==> src/rtl/main_ram_pkg.sv <==
// Shared definitions for the main RAM controller: FSM states, port ids, default timing.
package main_ram_pkg;

  typedef enum logic [2:0] {
    ST_IDLE,
    ST_SETUP,
    ST_READ,
    ST_WRITE,
    ST_HOLD,
    ST_DONE
  } state_e;

  localparam logic PORT_A = 1'b0;
  localparam logic PORT_B = 1'b1;

  localparam int unsigned DEF_RD_WAIT  = 2;
  localparam int unsigned DEF_WR_PULSE = 1;

endpackage

==> src/rtl/main_ram_ctrl_rr_arb2.sv <==
// Two-way round-robin arbiter: one-hot grant, bit 0 = port A, bit 1 = port B.
module rr_arb2
  import main_ram_pkg::*;
(
  input  logic       req_a_i,
  input  logic       req_b_i,
  input  logic       last_grant_i,
  input  logic       enable_i,
  output logic [1:0] grant_o
);

  always_comb begin
    grant_o = '0;
    if (enable_i) begin
      if (req_a_i && req_b_i) begin
        grant_o = (last_grant_i == PORT_A) ? 2'b10 : 2'b01;
      end else begin
        grant_o = {req_b_i, req_a_i};
      end
    end
  end

endmodule

==> src/rtl/main_ram_ctrl.sv <==
// Shares the asynchronous main RAM between CPU (port A) and DMA (port B) with registered strobes.
// Define MAIN_RAM_CTRL_TRACE_EN to print one line per completed access.
module main_ram_ctrl
  import main_ram_pkg::*;
#(
  parameter int unsigned WIDTH      = 8,
  parameter int unsigned ADDR_WIDTH = 20,
  parameter int unsigned RD_WAIT    = DEF_RD_WAIT,
  parameter int unsigned WR_PULSE   = DEF_WR_PULSE
) (
  input  logic                  clk,
  input  logic                  reset,
  input  logic                  a_req,
  input  logic                  a_we,
  input  logic [ADDR_WIDTH-1:0] a_addr,
  input  logic [WIDTH-1:0]      a_wdata,
  output logic [WIDTH-1:0]      a_rdata,
  output logic                  a_ack,
  input  logic                  b_req,
  input  logic                  b_we,
  input  logic [ADDR_WIDTH-1:0] b_addr,
  input  logic [WIDTH-1:0]      b_wdata,
  output logic [WIDTH-1:0]      b_rdata,
  output logic                  b_ack,
  output logic                  busy,
  output logic                  _ram_cs,
  output logic                  _ram_oe,
  output logic                  _ram_w,
  output logic [ADDR_WIDTH-1:0] ram_addr,
  output logic [WIDTH-1:0]      ram_wdata,
  input  logic [WIDTH-1:0]      ram_rdata
);

  localparam int unsigned MAXW  = (RD_WAIT > WR_PULSE) ? RD_WAIT : WR_PULSE;
  localparam int unsigned CNT_W = (MAXW > 1) ? $clog2(MAXW) : 1;

  state_e                state_q, state_d;
  logic [CNT_W-1:0]      cnt_q, cnt_d;
  logic                  port_q, we_q, last_q;
  logic [1:0]            grant;
  logic [ADDR_WIDTH-1:0] addr_q;
  logic [WIDTH-1:0]      wdata_q, a_rdata_q, b_rdata_q;
  logic                  cs_q, oe_q, w_q, a_ack_q, b_ack_q;

  rr_arb2 u_arb (
    .req_a_i      (a_req),
    .req_b_i      (b_req),
    .last_grant_i (last_q),
    .enable_i     (state_q == ST_IDLE),
    .grant_o      (grant)
  );

  always_comb begin
    state_d = state_q;
    cnt_d   = cnt_q;
    case (state_q)
      ST_IDLE:  if (grant != 2'b00) state_d = ST_SETUP;
      ST_SETUP: begin
        if (we_q) begin
          state_d = ST_WRITE;
          cnt_d   = CNT_W'(WR_PULSE - 1);
        end else begin
          state_d = ST_READ;
          cnt_d   = CNT_W'(RD_WAIT - 1);
        end
      end
      ST_READ:  if (cnt_q == '0) state_d = ST_DONE;  else cnt_d = cnt_q - CNT_W'(1);
      ST_WRITE: if (cnt_q == '0) state_d = ST_HOLD;  else cnt_d = cnt_q - CNT_W'(1);
      ST_HOLD:  state_d = ST_DONE;
      ST_DONE:  state_d = ST_IDLE;
      default:  state_d = ST_IDLE;
    endcase
  end

  // Strobes are decoded from the next state and registered, so pins never glitch.
  always_ff @(posedge clk or posedge reset) begin
    if (reset) begin
      state_q   <= ST_IDLE;
      cnt_q     <= '0;
      port_q    <= PORT_A;
      we_q      <= 1'b0;
      last_q    <= PORT_B;
      addr_q    <= '0;
      wdata_q   <= '0;
      a_rdata_q <= '0;
      b_rdata_q <= '0;
      cs_q      <= 1'b1;
      oe_q      <= 1'b1;
      w_q       <= 1'b1;
      a_ack_q   <= 1'b0;
      b_ack_q   <= 1'b0;
    end else begin
      state_q <= state_d;
      cnt_q   <= cnt_d;
      if (state_q == ST_IDLE && grant != 2'b00) begin
        port_q <= grant[1];
        last_q <= grant[1];
        we_q   <= grant[1] ? b_we : a_we;
        addr_q <= grant[1] ? b_addr : a_addr;
        if (grant[1] ? b_we : a_we) wdata_q <= grant[1] ? b_wdata : a_wdata;
      end
      if (state_q == ST_READ && cnt_q == '0) begin
        if (port_q == PORT_A) a_rdata_q <= ram_rdata;
        else                  b_rdata_q <= ram_rdata;
      end
      cs_q    <= (state_d == ST_IDLE) || (state_d == ST_DONE);
      oe_q    <= (state_d != ST_READ);
      w_q     <= (state_d != ST_WRITE);
      a_ack_q <= (state_d == ST_DONE) && (port_q == PORT_A);
      b_ack_q <= (state_d == ST_DONE) && (port_q == PORT_B);
    end
  end

`ifdef MAIN_RAM_CTRL_TRACE_EN
  logic [WIDTH-1:0] trace_data;
  assign trace_data = we_q ? wdata_q : ((port_q == PORT_A) ? a_rdata_q : b_rdata_q);
  always_ff @(posedge clk) begin
    if (!reset && state_q == ST_DONE)
      $display("main_ram_ctrl trace: port %s %s addr %0d data %b 0x%h",
               (port_q == PORT_A) ? "A" : "B", we_q ? "W" : "R",
               addr_q, trace_data, trace_data);
  end
`else
  // default build carries no trace logic
`endif

  assign busy      = (state_q != ST_IDLE);
  assign a_ack     = a_ack_q;
  assign b_ack     = b_ack_q;
  assign a_rdata   = a_rdata_q;
  assign b_rdata   = b_rdata_q;
  assign _ram_cs   = cs_q;
  assign _ram_oe   = oe_q;
  assign _ram_w    = w_q;
  assign ram_addr  = addr_q;
  assign ram_wdata = wdata_q;

endmodule
==> config.mk <==
export PLATFORM = sky130hd
export DESIGN_NAME = main_ram_ctrl
export DESIGN_NICKNAME = d
export VERILOG_FILES = /design/src/rtl/main_ram_pkg.sv /design/src/rtl/main_ram_ctrl_rr_arb2.sv /design/src/rtl/main_ram_ctrl.sv
export SDC_FILE = /design/constraint.sdc
export NUM_CORES = 1
export LEC_CHECK = 0
export CORE_ASPECT_RATIO = 0.75
export CORE_UTILIZATION = 41
export DETAILED_ROUTE_END_ITERATION = 10
export GPL_ROUTABILITY_DRIVEN = 0
export PLACE_DENSITY = 0.9
export SLEW_MARGIN = 20
export SYNTH_ARGS = -nofsm -noshare
export SYNTH_HDL_FRONTEND = slang
export SYNTH_HIERARCHICAL = 1
export SYNTH_SLANG_ARGS = --single-unit
export TNS_END_PERCENT = 20
==> constraint.sdc <==
create_clock -name clk -period 2.7 [get_ports clk]
set_input_delay 0.54 -clock clk [delete_from_list [all_inputs] [get_ports clk]]
set_output_delay 0.54 -clock clk [all_outputs]
set_load 0.02 [all_outputs]
==> results of run 1 <==
state kept, by name (all words and copies together), names as in the netlist, 3 cells and up:
| register | cells |
|---|---|
| a_rdata | 8 |
| ram_wdata | 8 |
| b_rdata | 8 |
| state_q | 3 |
| ram_addr | 20 |
worst max-delay path by stage:
stage,slack (ns),startpoint,cells after the start,endpoint
finish,0.29,state_q[2]$_DFF_PP0_,3,busy
global route,0.18,state_q[2]$_DFF_PP0_,7,ram_wdata[5]$_DFFE_PP0P_
CTS,0.28,state_q[2]$_DFF_PP0_,3,busy
detailed placement,0.22,b_req,6,ram_wdata[1]$_DFFE_PP0P_
global placement,0.31,b_req,6,ram_wdata[0]$_DFFE_PP0P_
floorplan,0.38,state_q[2]$_DFF_PP0_,10,ram_addr[0]$_DFFE_PP0P_
power breakdown:
part | switching [mW] | internal, mW
Clock | 0.277 | 0.184
Combinational | 1.18 | 1.19
Sequential | 0.216 | 1.26
per-layer routing:
metal	GRT usage, %	up-vias	wire (um)
met1	25.2	985	2610
li1	-	969	-
met3	4.61	9	379
met4	6.77	0	87
met5	0	-	0
met2	33.6	75	2960
worst max-delay path: stages, from the launching register on:
cell,delay [ns]
dfrtp_1,0.39
or3_1,0.39
buf_4,0.22
clkdlybuf4s50_1,0.56
area by class of cell:
class / instances / area [um2]
Fill cell: 458 / 1920
Sequential cell: 56 / 1410
Timing Repair Buffer: 131 / 1280
Multi-Input combinational cell: 130 / 1020
Tap cell: 78 / 97.6
Clock buffer: 5 / 68.8
Clock inverter: 3 / 23.8
Inverter: 3 / 11.3
through the flow:
stage | setup slack [ns] | cells | cell area (um2) | total power, mW
after floorplan | 0.380 | 204 | 2490 | 2.77
after global placement | 0.310 | 398 | 3810 | 3.80
after detailed placement | 0.218 | 398 | 3810 | 3.88
after CTS | 0.281 | 406 | 3910 | 4.34
after global routing | 0.178 | 406 | 3910 | 4.57
final | 0.290 | 406 | 3910 | 4.31
cells in the mapped netlist:
cell,number,area [um2]
nand2_1,6,22.5
clkbuf_1,8,30.0
nor3_4,1,16.3
or3b_2,1,8.76
mux2i_1,21,210
mux2_2,34,383
nor2_1,2,7.51
dfrtp_1,52,1300
inv_1,3,11.3
o21ai_0,44,220
nor3_1,1,5.00
o211ai_1,1,7.51
nor2b_1,1,6.26
o21ai_1,1,5.00
buf_2,5,25.0
nand3b_1,1,7.51
a22o_1,2,17.5
or3_1,1,6.26
a21o_1,2,15.0
nor3b_1,2,15.0
buf_1,1,3.75
buf_4,1,7.51
dfstp_2,4,105
nor4b_1,1,8.76
a21oi_1,5,25.0
nand2b_1,3,18.8
logic make-up after synthesis:
group	after synthesis	share of synthesized area (%)
AOI/OAI and AO/OA	55	11.7
buffers and inverters	18	3.12
DFF	56	56.5
muxes	55	23.8
and+or+nand+nor	20	4.93
==> impl_metrics.toml, run 1 <==
[status]
status = "completed"

[floorplan]
start_util_pct = 42.7
design.die.area_um2 = 6390
num_rows = 24
die_h_um = 69.5
io_pins = 120
core_area_um2 = 5830
dieWidth_um = 92.0

[critical_path]
crit_fanout = 22
worstSetupEndpointType = "output pin"
reg2reg_from = "state_q[2]$_DFF_PP0_"
worstRegToRegCells = 7
start_kind = "flop"
worstSetupPathType = "flop to output pin"
rrSetupSlack_ns = 0.33
r2r_end = "ram_wdata[1]$_DFFE_PP0P_"
cp.arrival_ns = 1.87
worst-endpoint-required_ns = 2.16

[placed_design]
io_buffer_count = 119
place_hpwl_um = 4650

[detailed_routing]
wl_per_cell_um = 14.9
dr.pass1.iters = 4
drcViolationCount = 0
drt-initial-drc-count = 68
wirelength_um = 6040
final_antenna_net_count = 0
via_per_inst = 5.02
vias = 2038

[synth]
synth_cells = 204
postSynthNetCount = 274
ys_types = 26
synth-seq-cells = 56
syn_area_um2 = 2490
syn_area_per_cell_um2 = 12.2
yosysSeqAreaShare_pct = 56.5
yosys_warnings = 6

[global_routing]
grt.total_usage_pct = 19.9
antenna_found_initial = 0
grt_pass1_wl_um = 9870
grt_start_max_net_pins = 23
first_global_vias = 2047
gr-total-overflow = 0

[timing]
skew_ns = 0.0143
finalHoldViolCount = 0
setup_viol = 0
relSlewSlack_pct = 59.3
fin_crit_ns = 2.41
rsz0062_at_grt = "false"
worst_slew_pin_slew_ns = 0.606
fmax_ghz = 0.415
setup_tns_ns = 0
holdWs_ns = 0.516
slew_viol_final = 0
fin_crit_sh_pct = 89.3

[pwr]
p_leak_nw = 1.57
ir_drop_v = 0.000592
power.density_nw_per_um2 = 1100

[finish]
area_delta_synth_final_pct = 56.9
layout_commonest_cell = "clkdlybuf4s50_1"
nets = 397
utilization_pct = 67.1
final_cell_mix = "119 x clkdlybuf4s50_1, 52 x dfrtp_1, 44 x o21ai_0"
diodes = 0
drive_gt1_share_pct = 18.9

[flow_run]
cap_violations = 0

[clocking]
cts-root-buf = "clkbuf_8"
numCtsBuffers = 5
postCtsHoldBufs = 0
post-cts-setup-buffer-count = 0
postCtsResizedCells = 0
cts.sinks = 56
clock_latency_ns = 0.31
path_clk_slew_ns = 0.11
cts_max_level = 2
cts_max_path_buffers = 2
cts_tree = "yes"

[min_path]
hp-class = "input pin to async pin"
No activity file was read; power rests on OpenSTA's default activity.
==> run 2, diff against run 1 <==
--- a/config.mk
+++ b/config.mk
@@ -10,6 +10,7 @@
 export DETAILED_ROUTE_END_ITERATION = 10
 export GPL_ROUTABILITY_DRIVEN = 0
 export PLACE_DENSITY = 0.9
+export SKIP_CTS_REPAIR_TIMING = 1
 export SLEW_MARGIN = 20
 export SYNTH_ARGS = -nofsm -noshare
 export SYNTH_HDL_FRONTEND = slang
==> results of run 2 <==
The final DEF is identical to that of run 1; final timing and power are the same.
